<file path="src/rtl/i2c_master_seq_pkg.sv">
`default_nettype none
// ============================================================================
// Package : i2c_master_seq_pkg
// Brief   : State encoding and SCL phase-point helpers for i2c_master_seq.
// Rev     : 1.0 - initial release
// ============================================================================
package i2c_master_seq_pkg;

    typedef logic [3:0] i2c_state_t;

    localparam logic [3:0] c_st_idle      = 4'd0;
    localparam logic [3:0] c_st_start     = 4'd1;
    localparam logic [3:0] c_st_addr      = 4'd2;
    localparam logic [3:0] c_st_addr_ack  = 4'd3;
    localparam logic [3:0] c_st_write     = 4'd4;
    localparam logic [3:0] c_st_write_ack = 4'd5;
    localparam logic [3:0] c_st_read      = 4'd6;
    localparam logic [3:0] c_st_read_ack  = 4'd7;
    localparam logic [3:0] c_st_stop      = 4'd8;
    localparam logic [3:0] c_st_stop_hold = 4'd9;

    // SDA change point: middle of the SCL-low half
    function automatic int chg_pt(input int duty);
        return duty / 2;
    endfunction

    // Sample point: middle of the SCL-high half
    function automatic int smp_pt(input int div, input int duty);
        return (duty + div) / 2;
    endfunction

endpackage
`default_nettype wire

</file>
<file path="src/rtl/i2c_master_seq_if.sv">
`default_nettype none
// ============================================================================
// Interface : i2c_master_seq_if
// Brief     : Command, data, status and pad/driver signals of i2c_master_seq.
// Rev       : 1.0 - initial release
// ============================================================================
interface i2c_master_seq_if #(
    parameter int DIV_LEN = 16
) ();
    logic               cmd_valid;
    logic               cmd_ready;
    logic [6:0]         cmd_addr;
    logic               cmd_rw;
    logic [7:0]         cmd_len;
    logic [7:0]         wr_data;
    logic               wr_valid;
    logic               wr_ready;
    logic [7:0]         rd_data;
    logic               rd_valid;
    logic               busy;
    logic               done;
    logic               nack;
    logic               underflow;
    logic               clk_hold;
    logic [DIV_LEN-1:0] phase;
    logic               sda_i;
    logic               sda_o;
    logic               sda_t;

    // Host / pad side
    modport master (
        output cmd_valid, cmd_addr, cmd_rw, cmd_len, wr_data, wr_valid, phase, sda_i,
        input  cmd_ready, wr_ready, rd_data, rd_valid, busy, done, nack, underflow,
        input  clk_hold, sda_o, sda_t
    );

    // Sequencer side
    modport slave (
        input  cmd_valid, cmd_addr, cmd_rw, cmd_len, wr_data, wr_valid, phase, sda_i,
        output cmd_ready, wr_ready, rd_data, rd_valid, busy, done, nack, underflow,
        output clk_hold, sda_o, sda_t
    );
endinterface
`default_nettype wire

</file>
<file path="src/rtl/i2c_master_seq_half_timer.sv">
`default_nettype none
// ============================================================================
// Module : i2c_master_seq_half_timer
// Brief  : Loadable down-counter timing the START/STOP hold intervals.
// Rev    : 1.0 - initial release
// ============================================================================
module i2c_master_seq_half_timer #(
    parameter int WIDTH = 16
) (
    input  wire logic             clk,
    input  wire logic             rstn,
    input  wire logic             load,
    input  wire logic [WIDTH-1:0] load_val,
    output logic                  expired
);
    logic [WIDTH-1:0] r_count;

    always_ff @(posedge clk) begin
        if (!rstn) begin
            r_count <= '0;
        end else if (load) begin
            r_count <= load_val;
        end else if (r_count != '0) begin
            r_count <= r_count - 1'b1;
        end
    end

    assign expired = (r_count == '0);
endmodule
`default_nettype wire

</file>
<file path="src/rtl/i2c_master_seq.sv">
`default_nettype none
// ============================================================================
// Module : i2c_master_seq
// Brief  : Byte-level I2C master sequencer: START, address, data with
//          ACK/NACK handling, STOP; follows an external SCL phase counter.
// Rev    : 1.0 - initial release
// ============================================================================
module i2c_master_seq
    import i2c_master_seq_pkg::*;
#(
    parameter int CLK_DIV  = 2,
    parameter int CLK_DUTY = CLK_DIV / 2,
    parameter int DIV_LEN  = 16
) (
    input  wire logic     clk,
    input  wire logic     rstn,
    i2c_master_seq_if.slave bus
);
    localparam logic [DIV_LEN-1:0] c_chg  = DIV_LEN'(chg_pt(CLK_DUTY));
    localparam logic [DIV_LEN-1:0] c_smp  = DIV_LEN'(smp_pt(CLK_DIV, CLK_DUTY));
    localparam logic [DIV_LEN-1:0] c_half = DIV_LEN'(CLK_DIV / 2 - 1);

    i2c_state_t  r_state;
    logic [7:0]  r_shift;
    logic [7:0]  r_len;
    logic [7:0]  r_rd_data;
    logic [2:0]  r_bit;
    logic        r_rw;
    logic        r_done;
    logic        r_nack;
    logic        r_unf;
    logic        r_wr_ready;
    logic        r_rd_valid;
    logic        r_hold;
    logic        r_sda_t;

    logic        w_chg;
    logic        w_smp;
    logic        w_idle;
    logic        w_timer_load;
    logic        w_timer_exp;

    assign w_chg        = (bus.phase == c_chg);
    assign w_smp        = (bus.phase == c_smp);
    assign w_idle       = (r_state == c_st_idle);
    assign w_timer_load = (w_idle && bus.cmd_valid) || ((r_state == c_st_stop) && w_smp);

    i2c_master_seq_half_timer #(
        .WIDTH (DIV_LEN)
    ) u_half_timer (
        .clk      (clk),
        .rstn     (rstn),
        .load     (w_timer_load),
        .load_val (c_half),
        .expired  (w_timer_exp)
    );

    always_ff @(posedge clk) begin
        if (!rstn) begin
            r_state    <= c_st_idle;
            r_shift    <= '0;
            r_len      <= '0;
            r_rd_data  <= '0;
            r_bit      <= '0;
            r_rw       <= 1'b0;
            r_done     <= 1'b0;
            r_nack     <= 1'b0;
            r_unf      <= 1'b0;
            r_wr_ready <= 1'b0;
            r_rd_valid <= 1'b0;
            r_hold     <= 1'b1;
            r_sda_t    <= 1'b1;
        end else begin
            r_done     <= 1'b0;
            r_wr_ready <= 1'b0;
            r_rd_valid <= 1'b0;
            case (r_state)
                c_st_idle: begin
                    if (bus.cmd_valid) begin
                        r_shift <= {bus.cmd_addr, bus.cmd_rw};
                        r_rw    <= bus.cmd_rw;
                        r_len   <= bus.cmd_len;
                        r_nack  <= 1'b0;
                        r_unf   <= 1'b0;
                        r_bit   <= '0;
                        r_sda_t <= 1'b0;
                        r_state <= c_st_start;
                    end
                end
                c_st_start: begin
                    if (w_timer_exp) begin
                        r_hold  <= 1'b0;
                        r_state <= c_st_addr;
                    end
                end
                c_st_addr, c_st_write: begin
                    if (w_chg) r_sda_t <= r_shift[7];
                    if (w_smp) begin
                        r_shift <= {r_shift[6:0], 1'b0};
                        r_bit   <= r_bit + 3'd1;
                        if (r_bit == 3'd7)
                            r_state <= (r_state == c_st_addr) ? c_st_addr_ack : c_st_write_ack;
                    end
                end
                c_st_addr_ack, c_st_write_ack: begin
                    if (w_chg) r_sda_t <= 1'b1;
                    // Next write byte is prefetched here so it is ready at the next CHG
                    if (w_smp) begin
                        if (bus.sda_i) begin
                            r_nack  <= 1'b1;
                            r_state <= c_st_stop;
                        end else if (r_len == 8'd0) begin
                            r_state <= c_st_stop;
                        end else if (r_rw) begin
                            r_state <= c_st_read;
                        end else if (bus.wr_valid) begin
                            r_shift    <= bus.wr_data;
                            r_wr_ready <= 1'b1;
                            r_len      <= r_len - 8'd1;
                            r_state    <= c_st_write;
                        end else begin
                            r_unf   <= 1'b1;
                            r_state <= c_st_stop;
                        end
                    end
                end
                c_st_read: begin
                    if (w_chg) r_sda_t <= 1'b1;
                    if (w_smp) begin
                        r_shift <= {r_shift[6:0], bus.sda_i};
                        r_bit   <= r_bit + 3'd1;
                        if (r_bit == 3'd7) begin
                            r_rd_data  <= {r_shift[6:0], bus.sda_i};
                            r_rd_valid <= 1'b1;
                            r_len      <= r_len - 8'd1;
                            r_state    <= c_st_read_ack;
                        end
                    end
                end
                c_st_read_ack: begin
                    if (w_chg) r_sda_t <= (r_len == 8'd0);
                    if (w_smp) r_state <= (r_len == 8'd0) ? c_st_stop : c_st_read;
                end
                c_st_stop: begin
                    if (w_chg) r_sda_t <= 1'b0;
                    if (w_smp) begin
                        r_hold  <= 1'b1;
                        r_state <= c_st_stop_hold;
                    end
                end
                c_st_stop_hold: begin
                    if (w_timer_exp) begin
                        r_sda_t <= 1'b1;
                        r_done  <= 1'b1;
                        r_state <= c_st_idle;
                    end
                end
                default: r_state <= c_st_idle;
            endcase
        end
    end

    assign bus.cmd_ready = w_idle;
    assign bus.busy      = !w_idle;
    assign bus.done      = r_done;
    assign bus.nack      = r_nack;
    assign bus.underflow = r_unf;
    assign bus.wr_ready  = r_wr_ready;
    assign bus.rd_data   = r_rd_data;
    assign bus.rd_valid  = r_rd_valid;
    assign bus.clk_hold  = r_hold;
    assign bus.sda_o     = 1'b0;
    assign bus.sda_t     = r_sda_t;
endmodule
`default_nettype wire

</file>
<file path="src/flat_wrapper.sv">
// flat-port wrapper written by rule: the top's interface ports become plain ports
module i2c_master_seq_flat import i2c_master_seq_pkg::*;
#(
    parameter int CLK_DIV  = 2,
    parameter int CLK_DUTY = CLK_DIV / 2,
    parameter int DIV_LEN  = 16
)
  (clk, rstn, bus_cmd_valid, bus_cmd_addr, bus_cmd_rw, bus_cmd_len, bus_wr_data, bus_wr_valid, bus_phase, bus_sda_i, bus_cmd_ready, bus_wr_ready, bus_rd_data, bus_rd_valid, bus_busy, bus_done, bus_nack, bus_underflow, bus_clk_hold, bus_sda_o, bus_sda_t);
  i2c_master_seq_if #(.DIV_LEN(DIV_LEN)) bus_i ();
  input  wire logic clk;
  input  wire logic rstn;
  input wire logic [$bits(bus_i.cmd_valid)-1:0] bus_cmd_valid;
  input wire logic [$bits(bus_i.cmd_addr)-1:0] bus_cmd_addr;
  input wire logic [$bits(bus_i.cmd_rw)-1:0] bus_cmd_rw;
  input wire logic [$bits(bus_i.cmd_len)-1:0] bus_cmd_len;
  input wire logic [$bits(bus_i.wr_data)-1:0] bus_wr_data;
  input wire logic [$bits(bus_i.wr_valid)-1:0] bus_wr_valid;
  input wire logic [$bits(bus_i.phase)-1:0] bus_phase;
  input wire logic [$bits(bus_i.sda_i)-1:0] bus_sda_i;
  output wire logic [$bits(bus_i.cmd_ready)-1:0] bus_cmd_ready;
  output wire logic [$bits(bus_i.wr_ready)-1:0] bus_wr_ready;
  output wire logic [$bits(bus_i.rd_data)-1:0] bus_rd_data;
  output wire logic [$bits(bus_i.rd_valid)-1:0] bus_rd_valid;
  output wire logic [$bits(bus_i.busy)-1:0] bus_busy;
  output wire logic [$bits(bus_i.done)-1:0] bus_done;
  output wire logic [$bits(bus_i.nack)-1:0] bus_nack;
  output wire logic [$bits(bus_i.underflow)-1:0] bus_underflow;
  output wire logic [$bits(bus_i.clk_hold)-1:0] bus_clk_hold;
  output wire logic [$bits(bus_i.sda_o)-1:0] bus_sda_o;
  output wire logic [$bits(bus_i.sda_t)-1:0] bus_sda_t;
  assign bus_i.cmd_valid = bus_cmd_valid;
  assign bus_i.cmd_addr = bus_cmd_addr;
  assign bus_i.cmd_rw = bus_cmd_rw;
  assign bus_i.cmd_len = bus_cmd_len;
  assign bus_i.wr_data = bus_wr_data;
  assign bus_i.wr_valid = bus_wr_valid;
  assign bus_i.phase = bus_phase;
  assign bus_i.sda_i = bus_sda_i;
  assign bus_cmd_ready = bus_i.cmd_ready;
  assign bus_wr_ready = bus_i.wr_ready;
  assign bus_rd_data = bus_i.rd_data;
  assign bus_rd_valid = bus_i.rd_valid;
  assign bus_busy = bus_i.busy;
  assign bus_done = bus_i.done;
  assign bus_nack = bus_i.nack;
  assign bus_underflow = bus_i.underflow;
  assign bus_clk_hold = bus_i.clk_hold;
  assign bus_sda_o = bus_i.sda_o;
  assign bus_sda_t = bus_i.sda_t;
  i2c_master_seq #(.CLK_DIV(CLK_DIV), .CLK_DUTY(CLK_DUTY), .DIV_LEN(DIV_LEN)) u_core (.clk(clk), .rstn(rstn), .bus(bus_i));
endmodule
</file>
<file path="config.mk">
export PLATFORM = sky130hd
export DESIGN_NAME = i2c_master_seq_flat
export DESIGN_NICKNAME = d
export VERILOG_FILES = /design/src/rtl/i2c_master_seq_pkg.sv /design/src/rtl/i2c_master_seq_if.sv /design/src/rtl/i2c_master_seq_half_timer.sv /design/src/rtl/i2c_master_seq.sv /design/src/flat_wrapper.sv
export SDC_FILE = /design/constraint.sdc
export NUM_CORES = 1
export LEC_CHECK = 0
export ABC_AREA = 1
export BUFFER_PORTS_ARGS = -buffer_cell sky130_fd_sc_hd__buf_2
export CAP_MARGIN = 30
export CORE_ASPECT_RATIO = 0.75
export CORE_MARGIN = 3
export CORE_UTILIZATION = 40
export DETAILED_ROUTE_END_ITERATION = 10
export GPL_TIMING_DRIVEN = 1
export PLACE_DENSITY = 0.66
export SETUP_SLACK_MARGIN = 0.1
export SYNTH_ARGS = -nofsm -noshare
export SYNTH_HDL_FRONTEND = slang
export SYNTH_SLANG_ARGS = --single-unit
</file>
<file path="constraint.sdc">
create_clock -name clk -period 1.8 [get_ports clk]
set_input_delay 0.27 -clock clk [delete_from_list [all_inputs] [get_ports clk]]
set_output_delay 0.27 -clock clk [all_outputs]
set_load 0.02 [all_outputs]
</file>
Yosys cells after proc, flatten, opt, wreduce, memory -nomap -nowiden
Index checks and enable logic that the tools add are counted.
{ "word_totals": {"regBits": 55, "in_bits": 45, "out_inout_bits": 18, "word_cells": 145} }
{ "classes": {"n_addsub": 3, "eq_ne": 32, "n_mux": 60, "bitwise": 3, "reduce_logical": 33} }
{ "op_table": {"columns": ["operator", "n"], "rows": [
  ["2-to-1 mux 8 bit", 16],
  ["2-to-1 mux 4 bit", 15],
  ["logical NOT 16 bit", 2],
  ["case mux 4 bit (8 select lines)", 1],
  ["case mux 8 bit (4 select lines)", 1],
  ["inequality test 2 x 1 -> 1 bit, second input constant", 12],
  ["case mux 8 bit (3 select lines)", 1],
  ["2-to-1 mux 1 bit", 18],
  ["inequality test 2 bit, second input constant", 9],
  ["AND reduction 9 bit", 2],
  ["equality test 16 x 1 -> 1 bit, second input constant", 1],
  ["equality test 4 x 3 -> 1 bit, second input constant", 4],
  ["nonzero test 16 bit", 1],
  ["subtractor 16 x 1 -> 16 bit, second input constant", 1],
  ["AND reduction 7 bit", 2],
  ["AND reduction 3 bit", 4],
  ["AND reduction 10 bit", 1],
  ["2-to-1 mux 3 bit", 3],
  ["equality test 4 x 2 -> 1 bit, second input constant", 2],
  ["equality test 4 bit, second input constant", 2],
  ["logical NOT 8 bit", 1],
  ["subtractor 8 x 1 -> 8 bit, second input constant", 1],
  ["case mux 1 bit (2 select lines)", 3],
  ["case mux 1 bit (6 select lines)", 1],
  ["18 further kinds", 27]
]} }

Logic depth before layout (Yosys ltp)
{ "depth": {"ltp_word": 7, "depth_mapped": 13, "depth_no_buf": 12} }

Cells and area by module
From an unflattened synthesis, not the netlist that was laid out.
{ "unflattened": {"cells_unflattened": 586, "hier_area_um2": 3691.0} }
{ "modules_own_cells": {"columns": ["mod", "n_inst", "cells_each", "area_each_um2", "seq_area_each_um2"], "rows": [
  ["i2c_master_seq", 1, 408, 2576.2, 780.7],
  ["i2c_master_seq_half_timer", 1, 178, 1114.8, 320.3]
]} }

Least setup slack after synthesis
No wires, ideal clock.
{ "synth_path": {"path_type": "register to register", "startpoint": "register u_core.r_state[3]", "endpoint": "register u_core.r_shift[6]", "setup_ns": 0.115, "arrival_time_ns": 1.507, "t_required_ns": 1.685, "path_slack_ns": 0.179, "stages_incl_launch_ff": 11, "path_buffers": 1, "synth_period_minus_slack_ns": 1.621, "path_cell_list": "dfxtp_1 > nor2_1 > nand2_2 > inv_2 > nand2_2 > nand3_1 > nor2_2 > buf_4 > nand3_1 > nand2_1 > nor2_1"} }
{ "synth_between": {"elab_cells_between_ends": 19, "classes_between": "eq/ne (13); mux (1); reduce/logical (5)"} }
{ "synth_rtl": {"columns": ["element", "line_no", "text"], "rows": [
  ["from (decl)", "i2c_master_seq.sv:23", "i2c_state_t r_state;"],
  ["from (signal assigned)", "i2c_master_seq.sv:60", "r_state <= c_st_idle;"],
  ["from (signal assigned)", "i2c_master_seq.sv:87", "r_state <= c_st_start;"],
  ["from (signal assigned)", "i2c_master_seq.sv:93", "r_state <= c_st_addr;"],
  ["logical NOT 4 bit *", null, null],
  ["via bus_cmd_ready", "flat_wrapper.sv:20", "output wire logic [$bits(bus_i.cmd_ready)-1:0] bus_cmd_ready;"],
  ["nonzero test 4 bit (no line) / inequality test 2 bit (equally long branches)", null, null],
  ["AND reduction 9 bit (no line)", null, null],
  ["to (signal assigned)", "i2c_master_seq.sv:80", "r_shift <= {bus.cmd_addr, bus.cmd_rw};"],
  ["to (signal assigned)", "i2c_master_seq.sv:99", "r_shift <= {r_shift[6:0], 1'b0};"],
  ["to (signal assigned)", "i2c_master_seq.sv:117", "r_shift <= bus.wr_data;"],
  ["to (decl)", "i2c_master_seq.sv:24", "logic [7:0] r_shift;"]
]} }
Mark *: on every way through the listed nets, which the timed path passes. The rest lies on a longest branch.
A chain may end at the register's enable or synchronous reset.

Final worst setup path
{ "layout_path": {"startpoint": "register u_core.r_state[2]", "endpoint": "register u_core.r_shift[4]"} }
{ "layout_between": {"elab_chain_cells": 4, "elab_cells_between_ends": 19, "classes_between": "eq/ne (13); mux (1); reduce/logical (5)"} }
{ "layout_rtl": {"columns": ["element", "line_no", "text"], "rows": [
  ["equality test 4 x 3 -> 1 bit / equality test 4 x 2 -> 1 bit (equally long branches)", "i2c_master_seq.sv:77", "case (r_state)"],
  ["OR reduction 2 bit", "i2c_master_seq.sv:77", null],
  ["inequality test 2 x 1 -> 1 bit (no line), or another cell as far along", null, null],
  ["AND reduction 9 bit (no line)", null, null]
]} }
Parallel ways exist; a longest one is shown, timed or not.

==> impl_metrics.yaml <==
outcome:
  outcome: "complete, no violations"
floorplan:
  coreArea_um2: 7953
  die_x_um: 110.8
  dieArea_um2: 9379
  io_pins: 63
  fp.dieH_um: 84.63
  initial_core_util: 0.4146
  rows: 28
cells_and_area:
  design_area_um2: 4524
  antennaDiodeCount: 0
  multi_input_area_um2: 2093
  seqCellArea_um2: 1121
  drive_gt1_frac: 0.3102
  final_core_util: 0.5689
  fillers: 735
  layout.cells.non_filler: 740
  syn_to_final_growth_pct: 37.23
  nets: 684
timing:
  setup_viol: 0
  hold-worst-slack_ns: 0.2359
  setup_slack_ns: 0.06314
  final-hold-violation-count: 0
  grt_setup_unrepaired: "true"
  slew_headroom: 0.6502
  min_period_ns: 1.737
  max_freq_ghz: 0.5758
  setup-tns-final_ns: 0
  report.final.slew_viol_count: 0
  max_slew.worst_pin.slew_ns: 0.5241
  finalCritPeriodShare: 0.9649
  fin_skew_ns: 0.01598
hold_path:
  hold_path_class: "input port to flop"
  min_path_cells: 3
yosys:
  synth_nets: 576
  synthArstFlopShare: 0
  synthDistinctLibCells: 35
  ys_seq_elements: 55
  synth-warning-count: 0
  yosysSeqAreaShare: 0.3340
  synth_edf_count: 0
  syn_area_per_cell_um2: 6.268
  synth_area_um2: 3297
  ys.flop_type: "dfxtp_1"
  netlist_instances: 526
detailed_routing:
  routed_via_density: 5.030
  drt_wl_total_mm: 9.807
  drcViolationCount: 0
  drtIter0Drc: 202
  dr.pass1.iters: 6
  num_vias: 3722
  wire_per_inst_um: 13.25
  drtAntennaViolNets: 0
cts:
  cts_buffers: 5
  numClockSinks: 55
  h-tree-depth: 2
  clk_latency_ns: 0.31
  root_buffer: "clkbuf_8"
  cts_buffer_depth: 2
  cts_tree: "yes"
  clk_pin_slew_ns: 0.11
power:
  p_total_mw: 7.986
  p_leak_nw: 2.211
  power_density_nw_per_um2: 1765
  ir_drop_mv: 0.7885
setup_path:
  path_class: "flop to flop"
  crit_arrival_ns: 1.95
  crit_path_end_kind: "flop"
  critPathLaunchType: "flop"
  r2r_cells: 11
  critPathMaxFanout: 7
  crit_required_ns: 2.01
place:
  place_hpwl_mm: 7.058
  dpl-instance-area_um2: 3902
  place_ws_ns: 0.02052
  place.gp.congestion: 0.9255
  io_buffer_count: 61
  dpl.cell_count: 707
grt:
  grt_pass1_vias: 3209
  grt_usage: 0.1918
  grt_max_degree: 22
  grt_pass1_wl_mm: 15.03
  overflow: 0
  grt_antenna_before_repair: 0
job:
  max-cap-violations: 0
==> power breakdown <==
part | switching [mW] | total, mW | internal [mW]
combinational | 2.93 | 5.15 | 2.22
sequential | 0.367 | 2.00 | 1.63
clock | 0.421 | 0.837 | 0.415
total | 3.71 | 7.99 | 4.27
==> cells in the final DEF, fill, tap and decap left out, types with 3 or more instances in the layout <==
cell,instances
dfxtp_2,4
inv_2,8
a211oi_2,3
a21oi_1,20
nor2_2,7
nand4_1,8
a211oi_1,4
o21ai_1,4
xor2_1,7
o21ai_0,31
buf_4,38
nand2_4,4
nand2_2,11
a21oi_2,5
nor2_1,108
nor3_1,12
nand3_1,26
clkbuf_8,5
nand3_2,8
buf_6,6
dfxtp_4,4
buf_2,61
nand2_1,110
inv_1,49
nor2_4,8
xnor2_1,5
buf_12,6
dfxtp_1,47
==> synthesized netlist by cell type (2+ instances only) <==
cell / number / area share
inv_1: 54 / 0.061
nor2_2: 4 / 0.0076
buf_6: 2 / 0.0068
o21ai_1: 2 / 0.0030
nand3_1: 34 / 0.052
nand2_2: 5 / 0.0095
nand4_1: 8 / 0.015
nor3_1: 12 / 0.018
a21oi_1: 25 / 0.038
dfxtp_1: 55 / 0.33
nor2_1: 115 / 0.13
buf_2: 3 / 0.0046
a211oi_1: 4 / 0.0091
a211oi_2: 3 / 0.011
ha_1: 5 / 0.019
xnor2_1: 5 / 0.013
inv_2: 6 / 0.0068
nand2_1: 119 / 0.14
clkbuf_1: 4 / 0.0046
buf_4: 3 / 0.0068
o21ai_0: 35 / 0.053
xor2_1: 7 / 0.019
nor2_4: 4 / 0.014
==> timing repair <==
| item | CTS | global route |
|---|---|---|
| gates cloned | 0 | 3 |
| endpoints found under the hold margin | 0 | 0 |
| setup endpoints to repair | 20 | 27 |
| hold buffers | 0 | 0 |
| setup buffers | 2 | 21 |
| resized for setup | 10 | 70 |
| pin swaps | 1 | 24 |
==> metal layers <==
layer,vias up,GRT usage,routed length (µm)
li1,1883,-,-
met1,1689,0.2826,4706
met2,137,0.2907,4268
met3,13,0.03314,732
met4,0,0.04810,101
met5,-,0,0
==> critical path: stages, from the launching register on <==
cell,delay (ns)
dfxtp_4,0.43
inv_6,0.06
nor2_4,0.16
nand2_2,0.09
o21ai_4,0.12
nand2_2,0.12
nand2_2,0.10
nor2_4,0.05
buf_12,0.14
clkbuf_16,0.16
a21oi_1,0.14
nor2_1,0.06
==> final cells by class <==
type                    count  area share
inverters                  60     0.05254
clock inverters             3    0.009679
well taps                 105     0.02904
clock buffers               5     0.01521
multi-input cells         399      0.4627
repair buffers            113      0.1831
flip-flops and latches     55      0.2478
==> state kept, by name, indices dropped and copies added, names as in the netlist <==
name and count:
u_core.bus.rd_data 8, u_core.r_shift 8, u_core.u_half_timer.r_count 16, u_core.r_state 4
u_core.bus.nack 1, u_core.bus.done 1, u_core.r_bit 3, u_core.bus.rd_valid 1
u_core.bus.wr_ready 1, u_core.r_len 8, u_core.r_rw 1, u_core.bus.underflow 1
u_core.bus.sda_t 1, u_core.bus.clk_hold 1
==> logic make-up (layout without fill, tap and decap cells) <==
family                   after synthesis  after routing  share of synthesized area
other                                  1              1                   0.001137
adder cells (fa/ha/maj)                5              5                    0.01898
buffers and inverters                 73            181                    0.09221
AO/OA/AOI/OAI                         73             73                     0.1245
flip-flops                            55             55                     0.3340
AND/OR/NAND/NOR                      307            308                     0.3973
XOR/XNOR                              12             12                    0.03188
==> final timing paths <==
| kind | start | endpoint | slack (ns) |
|---|---|---|---|
| worst min register to register | u_core.bus.clk_hold$_SDFFE_PN1P_ | u_core.bus.clk_hold$_SDFFE_PN1P_ | 0.46 |
| worst max-delay path | u_core.r_state[2]$_SDFFE_PN0P_ | u_core.r_shift[4]$_SDFFE_PN0P_ | 0.06 |
| worst max register to register | u_core.r_state[2]$_SDFFE_PN0P_ | u_core.r_shift[4]$_SDFFE_PN0P_ | 0.06 |
| worst min-delay path | bus_cmd_rw | u_core.r_rw$_SDFFE_PN0P_ | 0.24 |
Power figures use the tool's default switching activity.
